--- config.mk ---
export PLATFORM = sky130hd
export DESIGN_NAME = fir_out_decim
export DESIGN_NICKNAME = d
export VERILOG_FILES = /design/src/rtl/fir_pkg.sv /design/src/rtl/sync_fifo.sv /design/src/rtl/fir_out_decim.sv
export SDC_FILE = /design/constraint.sdc
export NUM_CORES = 1
export LEC_CHECK = 0
export BUFFER_PORTS_ARGS = -buffer_cell sky130_fd_sc_hd__buf_2
export CAP_MARGIN = 30
export CORE_MARGIN = 5
export CORE_UTILIZATION = 55
export DETAILED_ROUTE_END_ITERATION = 10
export PLACE_DENSITY = 0.73
export SYNTH_ARGS = -nofsm -noshare
export SYNTH_HDL_FRONTEND = slang
export SYNTH_SLANG_ARGS = --single-unit
--- constraint.sdc ---
create_clock -name clk -period 4.1 [get_ports clk]
set_input_delay 0.82 -clock clk [delete_from_list [all_inputs] [get_ports clk]]
set_output_delay 0.82 -clock clk [all_outputs]
set_load 0.03 [all_outputs]
--- src/rtl/fir_pkg.sv ---
// rtl/fir_pkg.sv - shared constants and types for the FIR output path
package fir_pkg;
   localparam int DATA_W         = 10;
   localparam int FILTER_LATENCY = 11;

   typedef logic signed [DATA_W-1:0] sample_t;
   typedef enum logic {WARM, RUN} state_t;
endpackage

--- src/rtl/sync_fifo.sv ---
// rtl/sync_fifo.sv - single-clock FIFO with occupancy count
// A push while full is still accepted when a pop frees a slot in the same cycle.
module sync_fifo #(
   parameter int DATA_W = 10,
   parameter int DEPTH  = 8
) (
   input  logic                     clk,
   input  logic                     rst,
   input  logic                     push,
   input  logic                     pop,
   input  logic [DATA_W-1:0]        din,
   output logic [DATA_W-1:0]        dout,
   output logic [$clog2(DEPTH):0]   level,
   output logic                     full,
   output logic                     empty
);
   localparam int AW = $clog2(DEPTH);
   localparam logic [AW:0] FULL_LVL = (AW+1)'(DEPTH);

   logic [DATA_W-1:0] mem [DEPTH];
   logic [AW-1:0]     rd_ptr;
   logic [AW-1:0]     wr_ptr;
   logic              do_push;
   logic              do_pop;

   assign empty   = (level == '0);
   assign full    = (level == FULL_LVL);
   assign do_pop  = pop && !empty;
   assign do_push = push && (!full || do_pop);
   assign dout    = mem[rd_ptr];

   always_ff @(posedge clk or posedge rst) begin
      if (rst) begin
         rd_ptr <= '0;
         wr_ptr <= '0;
         level  <= '0;
         for (int i = 0; i < DEPTH; i++) mem[i] <= '0;
      end else begin
         if (do_push) begin
            mem[wr_ptr] <= din;
            wr_ptr      <= wr_ptr + 1'b1;
         end
         if (do_pop) rd_ptr <= rd_ptr + 1'b1;
         if (do_push && !do_pop)      level <= level + 1'b1;
         else if (!do_push && do_pop) level <= level - 1'b1;
      end
   end
endmodule

--- src/rtl/fir_out_decim.sv ---
// rtl/fir_out_decim.sv - FIR output stage: warm-up discard, decimation, FIFO
// Samples pass through bit-exact; only the kept ones enter the FIFO.
module fir_out_decim #(
   parameter int DATA_W = fir_pkg::DATA_W,
   parameter int DECIM  = 4,
   parameter int WARMUP = fir_pkg::FILTER_LATENCY,
   parameter int DEPTH  = 8
) (
   input  logic                       clk,
   input  logic                       rst,
   input  logic [DATA_W-1:0]          y_in,
   input  logic                       clr_ovf,
   output logic [DATA_W-1:0]          out_data,
   output logic                       out_valid,
   input  logic                       out_ready,
   output logic [$clog2(DEPTH):0]     level,
   output logic                       ovf
);
   import fir_pkg::*;

   localparam logic [7:0] WARM_LAST  = 8'((WARMUP > 0) ? WARMUP - 1 : 0);
   localparam logic [4:0] DECIM_LAST = 5'(DECIM - 1);

   state_t     state;
   logic [7:0] warm_cnt;
   logic [4:0] phase;
   logic       keep;
   logic       pop;
   logic       full;
   logic       empty;

   assign keep      = (state == RUN) && (phase == '0);
   assign out_valid = !empty;
   assign pop       = out_valid && out_ready;

   always_ff @(posedge clk or posedge rst) begin
      if (rst) begin
         state    <= (WARMUP == 0) ? RUN : WARM;
         warm_cnt <= '0;
         phase    <= '0;
         ovf      <= 1'b0;
      end else begin
         case (state)
            WARM: begin
               // The edge that reaches WARM_LAST still discards its sample.
               if (warm_cnt == WARM_LAST) state <= RUN;
               else                       warm_cnt <= warm_cnt + 1'b1;
            end
            RUN: phase <= (phase == DECIM_LAST) ? 5'd0 : phase + 1'b1;
            default: state <= WARM;
         endcase
         if (keep && full && !pop) ovf <= 1'b1;
         else if (clr_ovf)         ovf <= 1'b0;
      end
   end

   sync_fifo #(.DATA_W(DATA_W), .DEPTH(DEPTH)) u_fifo (
      .clk   (clk),
      .rst   (rst),
      .push  (keep),
      .pop   (pop),
      .din   (y_in),
      .dout  (out_data),
      .level (level),
      .full  (full),
      .empty (empty)
   );
endmodule

==> results of run 1 <==
[cells in the mapped netlist, types with 3 or more instances]
library cell  instances  area share
xor2_1                4      0.0072
dfrtp_1             105        0.54
xnor2_1              12       0.022
mux2_2               92        0.21
clkbuf_1              4      0.0031
a21oi_1               3      0.0031
buf_2                 3      0.0031
nand4_1               4      0.0051
mux4_2               20       0.092
inv_1                 9      0.0069
o21ai_0               4      0.0041
nand2_1               5      0.0039
nand3_1               9      0.0092
nor3_4                7       0.023
ha_1                  9       0.023
[state kept, by name, summed over array words and instances (netlist names)]
register,flops
ovf,1
phase,5
state,1
u_fifo.level,4
u_fifo.mem,80
u_fifo.rd_ptr,3
u_fifo.wr_ptr,3
warm_cnt,8
[worst max-delay path: cells and delay by family, from the launching register on]
kind / cells / cell delay, ns
mux: 2 / 0.78
buf+inv: 2 / 0.43
flops: 1 / 0.76
[how the worst max path moves through the flow]
stage | to | slack (ns)
4_1_cts | out_data[1] | 0.88
3_3_place_gp | u_fifo.level[3]$_DFFE_PP0P_ | 1.08
3_5_place_dp | u_fifo.level[3]$_DFFE_PP0P_ | 1.01
6_report | out_data[1] | 0.93
5_1_grt | out_data[1] | 0.79
2_1_floorplan | ovf$_DFFE_PP0P_ | 0.52
[per-layer routing]
layer	vias up	share of wire
met1	1434	0.47
met3	10	0.032
li1	1244	-
met5	-	0
met2	34	0.49
met4	0	0.0099
[through the flow]
stage          worst slack (ns)  hold slack, ns   util  area [µm²]
3_3_place_gp               1.08           0.457  0.594        5160
4_1_cts                   0.884           0.370  0.619        5370
6_report                  0.934           0.381  0.619        5370
2_1_floorplan             0.519           0.438      -        4870
5_1_grt                   0.786           0.373  0.619        5370
3_5_place_dp               1.01           0.459  0.597        5180
[layout make-up]
| class | count | area share |
|---|---|---|
| Multi-Input combinational cell | 194 | 0.404 |
| Timing Repair Buffer | 34 | 0.0401 |
| Clock buffer | 9 | 0.0231 |
| Sequential cell | 105 | 0.489 |
| Tap cell | 108 | 0.0252 |
| Inverter | 9 | 0.00676 |
| Clock inverter | 7 | 0.0116 |
[where the power goes]
part,internal [W],leakage (nW),switching [W]
Clock,0.000233,0.0923,0.000368
Sequential,0.00147,1.25,0.000328
Combinational,0.000903,0.881,0.000711
Total,0.00261,2.22,0.00141
[cells by family after synthesis]
| family | synth area share |
|---|---|
| mux | 0.310 |
| flops | 0.540 |
| simple gates | 0.0701 |
| buf+inv | 0.0146 |
| xor+xnor | 0.0288 |
| fa+ha+maj | 0.0272 |
| compound gates | 0.0100 |
==> impl_metrics.json, run 1 <==
{
  "antenna_cells": 0,
  "remaining_drc_errors": 0,
  "hold_viol_final": 0,
  "p_per_area_nw_per_um2": 748,
  "ff2ff_path_depth": 10,
  "worstMarginPinSlew_ns": 0.777,
  "path_cells": "buf_12 -> mux4_2 -> mux2_2 -> buf_2",
  "p_leak_nw": 2.22,
  "htreeDepth": 3,
  "die-width_um": 104,
  "grt_max_degree": 70,
  "synth-seq-cells": 105,
  "use_met1": 0.239,
  "grt_antenna_before_repair": 0,
  "dp.cells": 450,
  "first_global_vias": 2825,
  "seqCellArea_um2": 2630,
  "cts_root_buf": "clkbuf_8",
  "crit_path_max_incr_delay_ns": 0.76,
  "startpoint": "u_fifo.rd_ptr[0]$_DFFE_PP0P_",
  "first_pass_iters": 4,
  "postSynthAreaPerCell_um2": 15.4,
  "cp-end-kind": "output port",
  "final_nets": 377,
  "fin_cells": 466,
  "die-height_um": 104,
  "drive_gt1_frac": 0.486,
  "cp_slowest_cell": "dfrtp_1",
  "antenna_left": 0,
  "final_cell_mix": "dfrtp_1, mux2_2, buf_2",
  "dp_hpwl_mm": 5.85,
  "nFillCells": 664,
  "crit_required_ns": 3.28,
  "ir_worst_vdd_v": 0.000452,
  "multi_input_area_um2": 2170,
  "postSynthCellCount": 316,
  "start_util": 0.561,
  "cts_made_buffers": 9,
  "drt-total-wl_mm": 8.81,
  "grt_util_all_layers": 0.174,
  "ys_seq_area_frac": 0.540,
  "ios": 30,
  "clockBufferDepth": 2,
  "worstSetupPathType": "reg2out",
  "r2r_setup_slack_ns": 1.17,
  "clock-sinks": 105,
  "cts_setup_buffers": 0,
  "rsz0062_at_grt": "false",
  "critPathLaunchType": "flip-flop",
  "timing.rr.start": "u_fifo.level[0]$_DFFE_PP0P_",
  "synth.cell_area_um2": 4870,
  "min-delay-path-class": "in2async",
  "clock_latency_ns": 0.36,
  "period_needed_ns": 3.17,
  "area_growth_pct": 10.3,
  "yosysWarnings": 0,
  "layout_commonest_cell": "dfrtp_1",
  "max_slew_margin": 0.482,
  "gp_congestion": 0.718,
  "path_max_fanout": 14,
  "die_area_um2": 10800,
  "met3_usage": 0.0459,
  "via_per_inst": 5.84,
  "vias": 2722,
  "wl_per_cell_um": 18.9,
  "path_clk_slew_ns": 0.10,
  "maxSlewViolCount": 0,
  "cts_tree": "done",
  "drt_iter0_drc": 84,
  "cts_hold_buf": 0,
  "num_rows": 34,
  "ys_types": 35,
  "placement.io_buffers": 29,
  "fmax_mhz": 316,
  "ys_async_sr_fraction": 1.00,
  "fin_tns_setup_ns": 0,
  "synth_edf_count": 0,
  "ys.flop_type": "dfrtp_1",
  "syn_nets": 340,
  "worst_ep_arrival_time_ns": 2.35,
  "setup_viol_count_final": 0,
  "cap_violations": 0,
  "gr-usage-met2": 0.281,
  "gr-total-overflow": 0,
  "p_total_w": 0.00402,
  "grt_pass1_wl_mm": 14.9,
  "fin_skew_ns": 0.0157,
  "cts-resized-gates": 0,
  "core-area_um2": 8680,
  "status": "finished clean",
  "period_share": 0.772,
  "busiest_layer": "met2",
  "reg2reg_to": "u_fifo.level[3]$_DFFE_PP0P_"
}
(Power assumes the default switching activity.)
==> run 2: changes to the inputs <==
- clock period: 4.1 -> 3.08 ns (I/O delays scaled with it)
==> run 2 against run 1 <==
Net effect:
- non-clock buffer count grew 1
- sequential power grew 32%
- design area grew 0.82%
- register-to-register slack lost 0.60 ns
- total power grew 37%
- wire length shrank 1.5%
- highest routed layer unchanged
- flip-flop and latch count is the same
- setup slack lost 0.68 ns
- worst hold slack lost 0.011 ns
- critical path depth is the same
- die area is the same
==> impl_metrics.json, run 2 (synthesized netlist as in run 1, its figures left out) <==
{
  "crit_path_max_incr_delay_ns": 0.78,
  "pwr-share-clk": 0.170,
  "cts-resized-gates": 0,
  "p_leak_nw": 2.23,
  "reg_top3": "u_fifo.mem x80, warm_cnt x8, phase x5",
  "cts_tree": "done",
  "period_share": 0.918,
  "rsz0062_at_grt": "false",
  "crit_required_ns": 2.46,
  "maxSlewViolCount": 0,
  "first_pass_iters": 4,
  "start_util": 0.561,
  "final_cell_mix": "dfrtp_1, mux2_2, buf_2",
  "cts_made_buffers": 9,
  "p_switching_w": 0.00184,
  "dp_slack_ns": 0.576,
  "ir_worst_vdd_v": 0.000607,
  "ff2ff_path_depth": 10,
  "p_comb_frac": 0.398,
  "die-height_um": 104,
  "core-area_um2": 8680,
  "regMostFlops": "u_fifo.mem",
  "grt_max_degree": 106,
  "fmax_mhz": 354,
  "design_area_um2": 5420,
  "p_int_w": 0.00365,
  "final_nets": 378,
  "seqPwrFrac": 0.432,
  "p_per_area_nw_per_um2": 1010,
  "timing.rr.start": "phase[2]$_DFFE_PP0P_",
  "gr-total-overflow": 0,
  "setup_viol_count_final": 0,
  "cp_slowest_cell": "dfrtp_1",
  "min-delay-path-class": "in2async",
  "path_clk_slew_ns": 0.09,
  "period_needed_ns": 2.83,
  "grt_pass1_wl_mm": 15.1,
  "drive_gt1_frac": 0.487,
  "first_global_vias": 2883,
  "worst_ep_arrival_time_ns": 2.21,
  "cap_violations": 0,
  "remaining_drc_errors": 0,
  "cts_root_buf": "clkbuf_8",
  "layout_commonest_cell": "dfrtp_1",
  "area_growth_pct": 11.2,
  "drt-total-wl_mm": 8.69,
  "status": "finished clean",
  "cp-end-kind": "output port",
  "worstSetupPathType": "reg2out",
  "antenna_cells": 0,
  "clock-sinks": 105,
  "vias": 2654,
  "fin_tns_setup_ns": 0,
  "r2r_setup_slack_ns": 0.57,
  "clock_latency_ns": 0.36,
  "clockBufferDepth": 2,
  "grt_util_all_layers": 0.174,
  "htreeDepth": 3,
  "hold_viol_final": 0,
  "wl_per_cell_um": 18.6,
  "placement.io_buffers": 29,
  "num_rows": 34,
  "cts_setup_buffers": 0,
  "reg2reg_to": "u_fifo.level[3]$_DFFE_PP0P_",
  "max_slew_margin": 0.509,
  "dp_hpwl_mm": 5.57,
  "die-width_um": 104,
  "path_max_fanout": 14,
  "critPathLaunchType": "flip-flop",
  "placed_cell_area_um2": 5190,
  "largest_reg_flops": 80,
  "drt_iter0_drc": 108,
  "holdWs_ns": 0.370,
  "grt_antenna_before_repair": 0,
  "worstMarginPinSlew_ns": 0.734,
  "gp_congestion": 0.730,
  "swShare": 0.335,
  "cts_hold_buf": 0,
  "die_area_um2": 10800,
  "layout_setup_ws_ns": 0.252,
  "ios": 30,
  "fin_skew_ns": 0.0119,
  "via_per_inst": 5.68,
  "path_cells": "buf_4 -> mux4_2 -> mux2_2 -> buf_2",
  "antenna_left": 0
}
[run 2: power groups by stage]
| stage | logic (W) | clock network, W | registers, W |
|---|---|---|---|
| 2_1_floorplan | 0.00179 | 0 | 0.00228 |
| 3_3_place_gp | 0.00215 | 0 | 0.00238 |
| 3_5_place_dp | 0.00222 | 0 | 0.00240 |
| 4_1_cts | 0.00223 | 0.000970 | 0.00237 |
| 5_1_grt | 0.00238 | 0.00103 | 0.00246 |
| 6_report | 0.00218 | 0.000935 | 0.00237 |
[run 2: per-stage QoR]
| stage | power, W | utilization | instances |
|---|---|---|---|
| global route | 0.00587 | 0.624 | 467 |
| finish | 0.00549 | 0.624 | 467 |
| CTS | 0.00557 | 0.624 | 467 |
| floorplan | 0.00407 | - | 316 |
| global placement | 0.00453 | 0.598 | 451 |
| detailed placement | 0.00462 | 0.598 | 451 |
[run 2: critical path: cells and delay by family (launching register included)]
kind | cells | cell delay, ns
flops | 1 | 0.78
mux | 2 | 0.59
buf+inv | 2 | 0.49
[run 2: metal layers]
| layer | global-route usage | vias up | routed length [µm] |
|---|---|---|---|
| li1 | - | 1250 | - |
| met1 | 0.249 | 1372 | 4110 |
| met2 | 0.271 | 30 | 4270 |
| met3 | 0.0441 | 2 | 276 |
| met4 | 0.0379 | 0 | 29 |
| met5 | 0 | - | 0 |
[run 2: worst max-delay path by stage]
| stage | startpoint | to | slack [ns] | depth (start not counted) |
|---|---|---|---|---|
| 3_3_place_gp | phase[2]$_DFFE_PP0P_ | u_fifo.level[3]$_DFFE_PP0P_ | 0.65 | 10 |
| 3_5_place_dp | phase[2]$_DFFE_PP0P_ | u_fifo.level[3]$_DFFE_PP0P_ | 0.58 | 10 |
| 4_1_cts | u_fifo.rd_ptr[1]$_DFFE_PP0P_ | out_data[9] | 0.22 | 4 |
| 2_1_floorplan | u_fifo.level[0]$_DFFE_PP0P_ | u_fifo.level[3]$_DFFE_PP0P_ | 0.54 | 11 |
| 5_1_grt | u_fifo.rd_ptr[1]$_DFFE_PP0P_ | out_data[9] | 0.13 | 4 |
| 6_report | u_fifo.rd_ptr[1]$_DFFE_PP0P_ | out_data[9] | 0.25 | 4 |
[run 2: cell type report]
cell class                      instances  area [µm²]
Clock inverter                          6        91.3
Inverter                                9        37.5
Tap cell                              108         135
Timing Repair Buffer                   35         215
Sequential cell                       105        2630
Fill cell                             666        3260
Clock buffer                           10         138
Multi-Input combinational cell        194        2170
==> run 3: changes to the inputs <==
- CORE_ASPECT_RATIO: not set -> 1.75
- GPL_ROUTABILITY_DRIVEN: not set -> 0
==> run 3 against run 2 <==
Net effect:
- die area rose by 0.68%
- largest cell class unchanged
- critical path type unchanged
- global-route usage rose by 1.9 points
- highest routed layer unchanged
- wire length rose by 5.1%
- count of clock-buffer cells in the layout rose by 1
- setup slack improved by 0.13 ns
- clock skew fell by 0.0074 ns
- critical endpoint is now out_data[0]
==> impl_metrics.json, run 3 (synthesized netlist as in run 1, its figures left out) <==
{
  "max_slew_margin": 0.493,
  "fin_skew_ns": 0.00448,
  "drt_iter0_drc": 119,
  "vias": 2719,
  "nFillCells": 689,
  "start_util": 0.562,
  "cts_tree": "done",
  "core-area_um2": 8670,
  "cp_slowest_cell": "mux4_2",
  "final_nets": 380,
  "via_per_inst": 5.69,
  "ios": 30,
  "ir_worst_vdd_v": 0.000469,
  "placed_cell_area_um2": 5200,
  "crit_path_max_incr_delay_ns": 0.58,
  "grt_pass1_wl_mm": 15.7,
  "hold_viol_final": 0,
  "remaining_drc_errors": 0,
  "dp_hpwl_mm": 6.08,
  "cap_violations": 0,
  "regMostFlops": "u_fifo.mem",
  "clock-sinks": 105,
  "clockBufferDepth": 2,
  "grt_util_all_layers": 0.193,
  "setup_viol_count_final": 0,
  "period_needed_ns": 2.70,
  "path_cells": "buf_4 -> mux4_2 -> mux2_2 -> buf_2",
  "antenna_cells": 0,
  "fin_tns_setup_ns": 0,
  "worstSetupPathType": "reg2out",
  "dp_slack_ns": 0.578,
  "seqCellArea_um2": 2630,
  "drive_gt1_frac": 0.485,
  "period_share": 0.876,
  "p_leak_nw": 2.30,
  "first_global_vias": 3039,
  "critPathLaunchType": "flip-flop",
  "clock_latency_ns": 0.34,
  "multi_input_area_um2": 2170,
  "ff2ff_path_depth": 10,
  "htreeDepth": 3,
  "drt-total-wl_mm": 9.13,
  "cts-resized-gates": 0,
  "num_rows": 45,
  "die_area_um2": 10900,
  "status": "finished clean",
  "antenna_left": 0,
  "rsz0062_at_grt": "false",
  "final_cell_mix": "dfrtp_1, mux2_2, buf_2",
  "p_per_area_nw_per_um2": 1070,
  "reg_top3": "u_fifo.mem x80, warm_cnt x8, phase x5",
  "die-height_um": 134,
  "design_area_um2": 5560,
  "worst_ep_arrival_time_ns": 2.08,
  "worstMarginPinSlew_ns": 0.759,
  "cp-end-kind": "output port",
  "timing.rr.start": "phase[2]$_DFFE_PP0P_",
  "wl_per_cell_um": 19.1,
  "die-width_um": 81.1,
  "reg2reg_to": "u_fifo.level[3]$_DFFE_PP0P_",
  "cts_setup_buffers": 0,
  "r2r_setup_slack_ns": 0.56,
  "placement.io_buffers": 29,
  "largest_reg_flops": 80,
  "area_growth_pct": 14.2,
  "fmax_mhz": 371,
  "layout_commonest_cell": "dfrtp_1",
  "path_max_fanout": 22,
  "cts_made_buffers": 9,
  "first_pass_iters": 4,
  "grt_antenna_before_repair": 0,
  "maxSlewViolCount": 0,
  "layout_setup_ws_ns": 0.381,
  "cts_hold_buf": 0,
  "cts_root_buf": "clkbuf_16",
  "crit_required_ns": 2.46,
  "min-delay-path-class": "in2async",
  "path_clk_slew_ns": 0.07,
  "grt_max_degree": 48,
  "gr-total-overflow": 0
}
-- run 3: cell count changes in the layout (fill, tap and decap cells not counted), sizes merged --
cell / change
clkinv: -1
bufinv: +2
buf: +2
clkinvlp: -2
clkbuf: +1
-- run 3: report_power, final --
| part | internal (W) | switching (W) | total, W |
|---|---|---|---|
| Sequential | 0.00197 | 0.000387 | 0.00236 |
| Clock | 0.000877 | 0.000482 | 0.00136 |
| Combinational | 0.00120 | 0.00102 | 0.00222 |
| Total | 0.00405 | 0.00189 | 0.00594 |
-- run 3: metal layers --
layer  up-vias  GRT usage  share of wire
met5         -          0              0
met4         0     0.0630          0.018
met3        14     0.0427          0.021
met2        25      0.331           0.55
met1      1431      0.239           0.41
li1       1249          -              -
-- run 3: cell type report --
| class | count | share of cell area |
|---|---|---|
| flip-flops and latches | 105 | 0.473 |
| inverters | 9 | 0.00675 |
| repair buffers | 37 | 0.0392 |
| clock buffers | 11 | 0.0419 |
| multi-input cells | 194 | 0.390 |
| clock inverters | 5 | 0.0230 |
| well taps | 117 | 0.0263 |
-- run 3: stage by stage --
| stage | power, W | utilization | hold WS [ns] | std cells |
|---|---|---|---|---|
| 2_1_floorplan | 0.00407 | - | 0.438 | 316 |
| 3_3_place_gp | 0.00454 | 0.600 | 0.453 | 462 |
| 5_1_grt | 0.00629 | 0.641 | 0.448 | 478 |
| 6_report | 0.00594 | 0.641 | 0.405 | 478 |
| 4_1_cts | 0.00602 | 0.641 | 0.411 | 478 |
| 3_5_place_dp | 0.00464 | 0.600 | 0.459 | 462 |
-- run 3: how the worst max path moves through the flow --
| stage | cells past startpoint | end | slack (ns) | startpoint |
|---|---|---|---|---|
| floorplan | 11 | u_fifo.level[3]$_DFFE_PP0P_ | 0.54 | u_fifo.level[0]$_DFFE_PP0P_ |
| global placement | 10 | u_fifo.level[3]$_DFFE_PP0P_ | 0.67 | phase[2]$_DFFE_PP0P_ |
| detailed placement | 10 | u_fifo.level[3]$_DFFE_PP0P_ | 0.58 | phase[2]$_DFFE_PP0P_ |
| CTS | 4 | out_data[0] | 0.33 | u_fifo.rd_ptr[0]$_DFFE_PP0P_ |
| global route | 4 | out_data[1] | 0.27 | u_fifo.rd_ptr[0]$_DFFE_PP0P_ |
| finish | 4 | out_data[0] | 0.38 | u_fifo.rd_ptr[0]$_DFFE_PP0P_ |
-- run 3: worst max-delay path: cells and delay by family, from the launching register on --
| kind | cells | cell delay, ns |
|---|---|---|
| mux | 2 | 0.86 |
| buf+inv | 2 | 0.56 |
| flops | 1 | 0.32 |
